$ cat src/rtl/sensor_avg_pkg.sv
// rtl/sensor_avg_pkg.sv - shared constants, trigger enum and width helper for the averaging bank
package sensor_avg_pkg;

  localparam int MAX_SHIFT_DEF  = 7;
  localparam int TICK_BITS_FAST = 16;
  localparam int TICK_BITS_SLOW = 22;

  typedef enum logic {
    TRG_TICK = 1'b0,
    TRG_EXT  = 1'b1
  } trg_sel_e;

  function automatic int acc_w(input int data_w, input int max_shift);
    return data_w + max_shift;
  endfunction

endpackage

$ cat src/rtl/expo_avg_ch.sv
// rtl/expo_avg_ch.sv - one exponential-average channel with seed/hold and debounced plausibility fault
module expo_avg_ch
  import sensor_avg_pkg::*;
#(
  parameter int DATA_W    = 12,
  parameter int MAX_SHIFT = MAX_SHIFT_DEF,
  parameter int FAULT_CNT = 4
) (
  input  logic              clk,
  input  logic              rst_n,
  input  logic [DATA_W-1:0] sample,
  input  logic [2:0]        shift,
  input  logic              trg,
  input  logic              seed,
  input  logic              hold,
  input  logic [DATA_W-1:0] lim_lo,
  input  logic [DATA_W-1:0] lim_hi,
  input  logic              clr_fault,
  output logic [DATA_W-1:0] avg,
  output logic              avg_vld,
  output logic              upd,
  output logic              fault
);

  localparam int ACC_W = acc_w(DATA_W, MAX_SHIFT);
  localparam int IDX_W = $clog2(ACC_W);
  localparam logic [2:0] K_MAX = 3'(MAX_SHIFT);
  localparam logic [3:0] CNT_MAX = 4'(FAULT_CNT);

  logic [ACC_W-1:0] acc;
  logic [2:0]       k_q;
  logic [3:0]       cnt;

  logic [2:0]       k_new;
  logic [ACC_W-1:0] seed_acc;
  logic [ACC_W:0]   sum;
  logic [ACC_W-1:0] acc_trg;
  logic             take;
  logic             oow;
  logic [3:0]       cnt_nxt;
  logic [IDX_W-1:0] k_idx;

  // k = 0 would disable smoothing entirely; clamp into 1..MAX_SHIFT
  function automatic logic [2:0] legal_k(input logic [2:0] s);
    if (s == 3'd0) return 3'd1;
    if (s > K_MAX) return K_MAX;
    return s;
  endfunction

  always_comb begin
    k_new    = legal_k(shift);
    seed_acc = {{MAX_SHIFT{1'b0}}, sample} << k_new;
    sum      = {1'b0, acc} - {1'b0, (acc >> k_q)} + {{(ACC_W + 1 - DATA_W){1'b0}}, sample};
    acc_trg  = sum[ACC_W] ? '1 : sum[ACC_W-1:0];
    take     = trg && !seed && !hold;
    oow      = (sample < lim_lo) || (sample > lim_hi);
    cnt_nxt  = 4'd0;
    if (oow) cnt_nxt = (cnt == CNT_MAX) ? cnt : cnt + 4'd1;
    k_idx    = IDX_W'(k_q);
  end

  assign avg = acc[k_idx +: DATA_W];

  always_ff @(posedge clk) begin
    if (!rst_n) begin
      acc     <= '0;
      k_q     <= legal_k(shift);
      cnt     <= '0;
      fault   <= 1'b0;
      avg_vld <= 1'b0;
      upd     <= 1'b0;
    end else begin
      upd <= seed || take;
      if (seed || take) avg_vld <= 1'b1;

      if (seed) begin
        acc <= seed_acc;
        k_q <= k_new;
      end else if (take) begin
        acc <= acc_trg;
      end

      if (seed)           cnt <= '0;
      else if (take)      cnt <= cnt_nxt;
      else if (clr_fault) cnt <= '0;

      // a fault-setting sample beats a coincident clear
      if (take && cnt_nxt == CNT_MAX) fault <= 1'b1;
      else if (clr_fault)             fault <= 1'b0;
    end
  end

endmodule

$ cat src/rtl/expo_avg_bank.sv
// rtl/expo_avg_bank.sv - N-channel exponential-average bank with shared periodic tick
module expo_avg_bank
  import sensor_avg_pkg::*;
#(
  parameter int NUM_CH    = 2,
  parameter int DATA_W    = 12,
  parameter int MAX_SHIFT = MAX_SHIFT_DEF,
  parameter int FAST_SIM  = 1,
  parameter int FAULT_CNT = 4
) (
  input  logic                     clk,
  input  logic                     rst_n,
  input  logic [NUM_CH*DATA_W-1:0] sample,
  input  logic [NUM_CH*3-1:0]      shift,
  input  logic [NUM_CH-1:0]        trig_sel,
  input  logic [NUM_CH-1:0]        ext_strb,
  input  logic [NUM_CH-1:0]        seed,
  input  logic [NUM_CH-1:0]        hold,
  input  logic [NUM_CH*DATA_W-1:0] lim_lo,
  input  logic [NUM_CH*DATA_W-1:0] lim_hi,
  input  logic [NUM_CH-1:0]        clr_fault,
  output logic [NUM_CH*DATA_W-1:0] avg,
  output logic [NUM_CH-1:0]        avg_vld,
  output logic [NUM_CH-1:0]        upd,
  output logic [NUM_CH-1:0]        fault,
  output logic                     tick
);

  logic [TICK_BITS_SLOW-1:0] timer;

  always_ff @(posedge clk) begin
    if (!rst_n) timer <= '0;
    else        timer <= timer + 1'b1;
  end

  assign tick = (FAST_SIM != 0) ? &timer[TICK_BITS_FAST-1:0] : &timer;

  for (genvar i = 0; i < NUM_CH; i++) begin : g_ch
    trg_sel_e sel;
    logic     trg;

    assign sel = trg_sel_e'(trig_sel[i]);
    assign trg = (sel == TRG_EXT) ? ext_strb[i] : tick;

    expo_avg_ch #(
      .DATA_W    (DATA_W),
      .MAX_SHIFT (MAX_SHIFT),
      .FAULT_CNT (FAULT_CNT)
    ) u_ch (
      .clk       (clk),
      .rst_n     (rst_n),
      .sample    (sample[i*DATA_W +: DATA_W]),
      .shift     (shift[i*3 +: 3]),
      .trg       (trg),
      .seed      (seed[i]),
      .hold      (hold[i]),
      .lim_lo    (lim_lo[i*DATA_W +: DATA_W]),
      .lim_hi    (lim_hi[i*DATA_W +: DATA_W]),
      .clr_fault (clr_fault[i]),
      .avg       (avg[i*DATA_W +: DATA_W]),
      .avg_vld   (avg_vld[i]),
      .upd       (upd[i]),
      .fault     (fault[i])
    );
  end

endmodule

$ cat config.mk
export PLATFORM = sky130hd
export DESIGN_NAME = expo_avg_bank
export DESIGN_NICKNAME = d
export VERILOG_FILES = /design/src/rtl/sensor_avg_pkg.sv /design/src/rtl/expo_avg_ch.sv /design/src/rtl/expo_avg_bank.sv
export SDC_FILE = /design/constraint.sdc
export NUM_CORES = 1
export LEC_CHECK = 0
export ABC_AREA = 1
export BUFFER_PORTS_ARGS = -buffer_cell sky130_fd_sc_hd__buf_4
export CAP_MARGIN = 20
export CORE_ASPECT_RATIO = 0.6
export CORE_MARGIN = 2
export CORE_UTILIZATION = 25
export CTS_CLUSTER_DIAMETER = 100
export CTS_CLUSTER_SIZE = 20
export DETAILED_ROUTE_END_ITERATION = 7
export GPL_TIMING_DRIVEN = 0
export PLACE_DENSITY = 0.52
export SYNTH_ARGS = -nofsm -noshare
export SYNTH_HDL_FRONTEND = slang
export SYNTH_SLANG_ARGS = --single-unit
$ cat constraint.sdc
create_clock -name clk -period 3.4 [get_ports clk]
set_clock_uncertainty 0.05 [all_clocks]
set_input_delay 0.17 -clock clk [delete_from_list [all_inputs] [get_ports clk]]
set_output_delay 0.17 -clock clk [all_outputs]
set_load 0.05 [all_outputs]
# After elaboration in Yosys (flattened, before gate mapping)
# Index checks and enable logic that the tools add are counted.
# word_totals
register_bits	80
input_bits	90
out_inout_bits	31
word_cells	112
# op_classes
n_addsub	7
magnitude_cmp	6
n_eq_ne	6
n_shift	6
mux	48
bitwise_logic	1
n_reduce_logical	25
# ops
operator	count
$mux W19	6
$mux W3	16
$add A20 B12 Y20	2
$sub A19 B19 Y20	2
$shiftx A19 B4 Y12	2
$shl A12 B3 Y19	2
$shr A19 B3 Y19	2
$mux W4	8
$gt A12 B12 Y1	2
$lt A12 B12 Y1	2
$add A22 B1 Y22 const B	1
$mux W1	18
$eq A4 B3 Y1 const B	4
$reduce_and A16 Y1	1
$reduce_bool A2 Y1	6
$add A4 B1 Y4 const B	2
$gt A3 B3 Y1 const B	2
$logic_and A1 B1 Y1	6
$logic_not A3 Y1	2
$logic_not A1 Y1	4
$logic_or A1 B1 Y1	4
$ne A2 B1 Y1 const B	2
$reduce_or A2 Y1	2
$not A1 Y1	1

# Logic depth before layout (Yosys ltp)
# depth
depth_word	8
depth_mapped	25
mapped_depth_nobuf	23

# Modules after synthesis
# From an unflattened synthesis, not the netlist that was laid out.
# hier_totals
hier_cells	1710
area_unflattened_um2	10261.1
# modules_own_cells
mod	n_inst	cells_each	area_per_inst_um2
expo_avg_ch at g_ch[1].u_ch	1	797	4809.6
expo_avg_ch at g_ch[0].u_ch	1	787	4626.9
expo_avg_bank	1	126	824.5

# Least setup slack after synthesis
# Ideal clock, no wire load.
# synth_timing
kind	reg2reg
startpoint	reg g_ch[1].u_ch.k_q[1]
endpoint	reg g_ch[1].u_ch.acc[3]
setup_ns	0.066
arrival_ns	4.321
slack_ns	-1.038
stages_incl_launch_ff	24
path_cell_list	edfxtp_1 > clkbuf_1 > clkinv_1 > clkbuf_1 > nand2_1 > o21ai_0 > o21ai_0 > fa_1 > inv_1 > ha_1 > nand2_1 > inv_1 > nand2_1 > nand2_1 > nand2_1 > nand2_1 > nand2_1 > nand3_1 > nand2_2 > nand2_4 > buf_6 > nand2_1 > nand2_1 > a21oi_2
# synth_via
elab_chain_len	6
# synth_rtl
item	line_no	source
from (decl)	expo_avg_ch.sv:31	logic [2:0] k_q;
from (signal assigned)	expo_avg_ch.sv:67	k_q <= legal_k(shift);
from (signal assigned)	expo_avg_ch.sv:78	k_q <= k_new;
$shr A19 B3 Y19	expo_avg_ch.sv:53	sum = {1'b0, acc} - {1'b0, (acc >> k_q)} + {{(ACC_W + 1 - DATA_W){1'b0}}, sample};
$sub A19 B19 Y20	expo_avg_ch.sv:53	
$add A20 B12 Y20	expo_avg_ch.sv:53	
$mux W19	expo_avg_ch.sv:54	acc_trg = sum[ACC_W] ? '1 : sum[ACC_W-1:0];
$mux W19	expo_avg_ch.sv:79	end else if (take) begin
$mux W19	expo_avg_ch.sv:76	if (seed) begin
to (signal assigned)	expo_avg_ch.sv:80	acc <= acc_trg;
to (decl)	expo_avg_ch.sv:30	logic [ACC_W-1:0] acc;
# Every way passes these cells. The select of a mux whose other input is x is not followed.
# A chain may end at the register's enable or synchronous reset.

# Worst setup path in the final report
# layout_timing
startpoint	reg g_ch[1].u_ch.k_q[0]
endpoint	reg g_ch[1].u_ch.acc[18]
# The elaborated chain is that of the path after synthesis.

==> run_summary.xml <==
<?xml version="1.0" encoding="UTF-8"?>
<metrics>
  <group name="status">
    <metric name="status" unit="">complete, but fails checks</metric>
    <metric name="violations" unit="">negative setup slack</metric>
  </group>
  <group name="placement">
    <metric name="port_buffers" unit="">119</metric>
    <metric name="place_hpwl" unit="µm">31700</metric>
    <metric name="globalplace.congestion" unit="">0.947</metric>
    <metric name="place_worst_setup_slack" unit="ps">-717</metric>
    <metric name="dpl-instance-area" unit="µm²">11800</metric>
  </group>
  <group name="sta">
    <metric name="setup_violations" unit="">6</metric>
    <metric name="hold-worst-slack" unit="ps">39.3</metric>
    <metric name="max_clock_freq" unit="GHz">0.291</metric>
    <metric name="final.setup.worst_slack" unit="ps">-36.1</metric>
    <metric name="finalMaxSlewViolations" unit="">0</metric>
    <metric name="final-hold-violation-count" unit="">0</metric>
    <metric name="worst_slew_pin_slew" unit="ps">991</metric>
    <metric name="min_clock_period_post_route" unit="ps">3440</metric>
    <metric name="unrepaired_setup_endpoints_after_global_routing" unit="">yes</metric>
    <metric name="worst_slew_margin_rel" unit="%">33.9</metric>
    <metric name="post-route-period-util" unit="%">101</metric>
  </group>
  <group name="layout">
    <metric name="multi_input_comb_area" unit="µm²">8850</metric>
    <metric name="fillCellCount" unit="">4185</metric>
    <metric name="area_overhead_of_the_layout_relative_to_synthesis" unit="%">42.9</metric>
    <metric name="register_area" unit="µm²">1540</metric>
    <metric name="number_of_nets_in_the_final_layout" unit="">2073</metric>
    <metric name="layout.cell_area.non_filler" unit="µm²">14300</metric>
    <metric name="insertedDiodeCount" unit="">0</metric>
    <metric name="proportion_of_layout_cells_with_a_drive_suffix_above_1" unit="%">31.1</metric>
  </group>
  <group name="routing">
    <metric name="post_detailed_route_drc_marker_count" unit="">0</metric>
    <metric name="ant_nets" unit="">0</metric>
    <metric name="avgRoutedWirePerCell" unit="µm">16.5</metric>
    <metric name="dr.pass1.iters" unit="">5</metric>
    <metric name="via_count" unit="">11500</metric>
    <metric name="viasPerCell" unit="">4.81</metric>
    <metric name="final_routed_wirelength_across_all_metal_layers" unit="µm">39300</metric>
    <metric name="drt_first_iter_violations" unit="">1066</metric>
  </group>
  <group name="die">
    <metric name="design.die.area" unit="µm²">41700</metric>
    <metric name="die_h" unit="µm">159</metric>
    <metric name="core.rowCount" unit="">56</metric>
    <metric name="pin_count" unit="">121</metric>
    <metric name="die-width" unit="µm">262</metric>
    <metric name="floorplan.initialDensity" unit="%">25.5</metric>
    <metric name="core" unit="µm²">39200</metric>
  </group>
  <group name="pwr">
    <metric name="leakagePower" unit="nW">6.76</metric>
    <metric name="totalPowerFinal" unit="W">0.00771</metric>
    <metric name="ir_worst_vdd" unit="mV">0.305</metric>
    <metric name="powerDensity" unit="nW/µm²">539</metric>
  </group>
  <group name="grt">
    <metric name="maximum_number_of_pins_on_one_net_before_global_route_repair" unit="">13</metric>
    <metric name="number_of_antenna_violations_at_the_first_check_in_global_routing" unit="">0</metric>
    <metric name="grt_pass1_vias" unit="">10000</metric>
    <metric name="wire_length_of_the_first_global_routing_pass" unit="µm">57900</metric>
    <metric name="globalRouteOverflowTotal" unit="">0</metric>
    <metric name="grt_usage" unit="%">17.8</metric>
  </group>
  <group name="cts">
    <metric name="clock_insertion_delay_worst_skew" unit="ps">350</metric>
    <metric name="cts.sink_count" unit="">74</metric>
    <metric name="clock_tree.htree_level_count" unit="">3</metric>
    <metric name="post_cts_hold_fix_bufs" unit="">0</metric>
    <metric name="cts_buffers" unit="">9</metric>
    <metric name="cts.root.buffer_cell" unit="">sky130_fd_sc_hd__clkbuf_16</metric>
    <metric name="clock_tree.buffer_depth" unit="">2</metric>
    <metric name="cts.reportedPaths.clkPinSlew" unit="ps">60</metric>
    <metric name="tritoncts" unit="">yes</metric>
  </group>
  <group name="worst_hold_path">
    <metric name="hold_path_end" unit="">g_ch[0].u_ch.fault</metric>
    <metric name="timing.hold.worst.class" unit="">input port to flip-flop</metric>
    <metric name="timing.hold.worst_path_depth" unit="">4</metric>
    <metric name="holdCritStartpoint" unit="">clr_fault[0]</metric>
  </group>
  <group name="setup_path">
    <metric name="critical_path_class" unit="">flip-flop to flip-flop</metric>
    <metric name="cp.arrival" unit="ps">3620</metric>
    <metric name="setup.worst_path.start_class" unit="">flip-flop</metric>
    <metric name="r2r_end" unit="">g_ch[1].u_ch.acc[18]</metric>
    <metric name="r2r_slack" unit="ps">-40</metric>
    <metric name="crit-reg2reg-launch" unit="">g_ch[1].u_ch.k_q[0]</metric>
    <metric name="worst-r2r-cell-count" unit="">21</metric>
    <metric name="worst_setup_path_end_kind" unit="">flip-flop</metric>
    <metric name="path_max_fanout" unit="">8</metric>
    <metric name="worstPathRequired" unit="ps">3580</metric>
  </group>
  <group name="synth">
    <metric name="synth_area_per_cell" unit="µm²">5.99</metric>
    <metric name="synth-warning-count" unit="">0</metric>
    <metric name="postSynthNetCount" unit="">1889</metric>
    <metric name="syn-cell-area" unit="µm²">10000</metric>
    <metric name="synthCells" unit="">1670</metric>
    <metric name="ys_seq_elements" unit="">74</metric>
    <metric name="yosysSeqAreaShare" unit="%">15.4</metric>
    <metric name="yosysUniqueCellTypes" unit="">48</metric>
  </group>
  <group name="run">
    <metric name="drv_cap" unit="">0</metric>
  </group>
</metrics>
==> registers in the layout, indices dropped and copies added (netlist names) <==
register and cells:
g_ch.u_ch.fault 2, timer 16, g_ch.u_ch.acc 38, g_ch.u_ch.upd 2, g_ch.u_ch.cnt 8, g_ch.u_ch.k_q 6, g_ch.u_ch.avg_vld 2
==> cell usage after synthesis, drive strengths merged <==
cell | number | share of area [%]
a21boi | 1 | 0.075
nor3b | 1 | 0.075
a21o | 3 | 0.22
clkinv | 4 | 0.15
a31oi | 2 | 0.12
o211ai | 19 | 1.4
nor3 | 8 | 0.40
inv | 279 | 10
dfxtp | 68 | 14
xnor2 | 19 | 1.7
fa | 24 | 4.8
mux2i | 11 | 1.1
and2 | 2 | 0.12
o21ai | 151 | 7.5
o21bai | 9 | 0.75
nand3 | 75 | 3.9
buf | 26 | 2.0
o31ai | 1 | 0.075
edfxtp | 6 | 1.8
ha | 105 | 13
nor4 | 2 | 0.19
xor2 | 8 | 0.70
a21oi | 110 | 6.0
o22ai | 6 | 0.38
nand3b | 12 | 0.90
clkbuf | 33 | 1.3
o21a | 3 | 0.22
or2 | 8 | 0.50
nand4 | 17 | 1.2
nand2 | 509 | 19
nor2 | 148 | 5.8
==> placed cells by master, fill, tap and decap left out, types with 12 or more instances in the layout <==
cell	Yosys	routed
sky130_fd_sc_hd__xnor2_1	19	18
sky130_fd_sc_hd__nand2_2	8	91
sky130_fd_sc_hd__inv_2	5	27
sky130_fd_sc_hd__o21ai_2	0	16
sky130_fd_sc_hd__dfxtp_1	68	68
sky130_fd_sc_hd__buf_4	10	169
sky130_fd_sc_hd__o21ai_0	148	84
sky130_fd_sc_hd__nand2_4	2	37
sky130_fd_sc_hd__a21oi_2	14	24
sky130_fd_sc_hd__o21ai_4	0	39
sky130_fd_sc_hd__nor2_1	140	127
sky130_fd_sc_hd__ha_4	0	26
sky130_fd_sc_hd__a21oi_1	96	81
sky130_fd_sc_hd__nand2_1	499	379
sky130_fd_sc_hd__inv_1	274	245
sky130_fd_sc_hd__fa_1	24	22
sky130_fd_sc_hd__ha_1	105	75
sky130_fd_sc_hd__buf_6	8	16
sky130_fd_sc_hd__o21ai_1	3	12
sky130_fd_sc_hd__nand3b_1	12	12
sky130_fd_sc_hd__nand4_1	15	15
sky130_fd_sc_hd__clkbuf_1	32	15
sky130_fd_sc_hd__o211ai_1	19	19
sky130_fd_sc_hd__nand3_1	73	57
==> worst max-delay path, cell delays in order, from the launching register on <==
cell,delay [ps]
sky130_fd_sc_hd__edfxtp_1,380
sky130_fd_sc_hd__buf_6,170
sky130_fd_sc_hd__buf_8,150
sky130_fd_sc_hd__nand2_2,90
sky130_fd_sc_hd__o21ai_4,70
sky130_fd_sc_hd__mux2i_2,140
sky130_fd_sc_hd__buf_4,160
sky130_fd_sc_hd__o21ai_4,70
sky130_fd_sc_hd__fa_1,540
sky130_fd_sc_hd__inv_2,50
sky130_fd_sc_hd__ha_4,300
sky130_fd_sc_hd__nand2_1,160
sky130_fd_sc_hd__nor2_2,160
sky130_fd_sc_hd__nand3_1,120
sky130_fd_sc_hd__nand3b_1,220
sky130_fd_sc_hd__nand2_1,110
sky130_fd_sc_hd__nand2_1,70
sky130_fd_sc_hd__nand2_1,40
sky130_fd_sc_hd__nand2_1,60
sky130_fd_sc_hd__nand2_1,70
sky130_fd_sc_hd__nand2_1,60
sky130_fd_sc_hd__a21oi_1,70
==> area by class of cell <==
| type | instances | area share [%] |
|---|---|---|
| repair buffers | 175 | 9.90 |
| inverters | 283 | 7.65 |
| clock inverters | 4 | 0.350 |
| well taps | 522 | 4.57 |
| flip-flops and latches | 74 | 10.8 |
| clock buffers | 12 | 1.72 |
| multi-input cells | 1254 | 61.9 |
| plain buffers | 57 | 3.18 |
==> per-layer routing <==
layer / track usage [%] / share of wire (%) / routed length (µm)
met5: 0 / 0 / 0
met4: 2.09 / 0.65 / 255
met3: 5.41 / 9.6 / 3790
met2: 21.4 / 35 / 13900
met1: 29.9 / 54 / 21300
==> worst max path at each step <==
stage,startpoint,end,cells past startpoint
after global placement,g_ch[0].u_ch.k_q[0],g_ch[0].u_ch.acc[18],19
final,g_ch[1].u_ch.k_q[0],g_ch[1].u_ch.acc[18],21
after CTS,g_ch[0].u_ch.k_q[0],g_ch[0].u_ch.acc[0],23
after global routing,g_ch[1].u_ch.k_q[0],g_ch[1].u_ch.acc[9],22
after detailed placement,g_ch[0].u_ch.k_q[0],g_ch[0].u_ch.acc[18],19
after floorplan,g_ch[0].u_ch.k_q[1],g_ch[0].u_ch.acc[0],18
==> cells by family (layout without fill, tap and decap cells) <==
kind of cell	count (synthesis)	count (layout)	share of synthesized area, %
and+or+nand+nor	782	782	32.5
buffers and inverters	342	531	13.9
AOI/OAI and AO/OA	305	305	16.9
adders and majority gates	129	129	17.9
DFF	74	74	15.4
xor gates and xnor gates	27	27	2.36
muxes	11	11	1.10
==> timing repair <==
action | CTS | global route
setup endpoints to repair | 38 | 38
cloned | 7 | 0
setup buffers | 22 | 27
pin swaps | 49 | 104
resized for setup | 241 | 241
==> through the flow <==
| step | instances | setup TNS (ps) | utilization [%] |
|---|---|---|---|
| 5_1_grt | 2381 | -3510 | 36.4 |
| 4_1_cts | 2355 | -36.2 | 33.7 |
| 6_report | 2381 | -104 | 36.4 |
| 2_1_floorplan | 1670 | -445 | - |
| 3_5_place_dp | 2311 | -22430 | 30.1 |
| 3_3_place_gp | 2311 | -21270 | 30.1 |
==> where the power goes <==
part           total, W  switching, W  internal (W)
sequential      0.00100     0.0000586      0.000944
combinational   0.00572       0.00346       0.00226
clock          0.000991      0.000401      0.000590
Note: power is estimated with default switching activity, not from simulation.
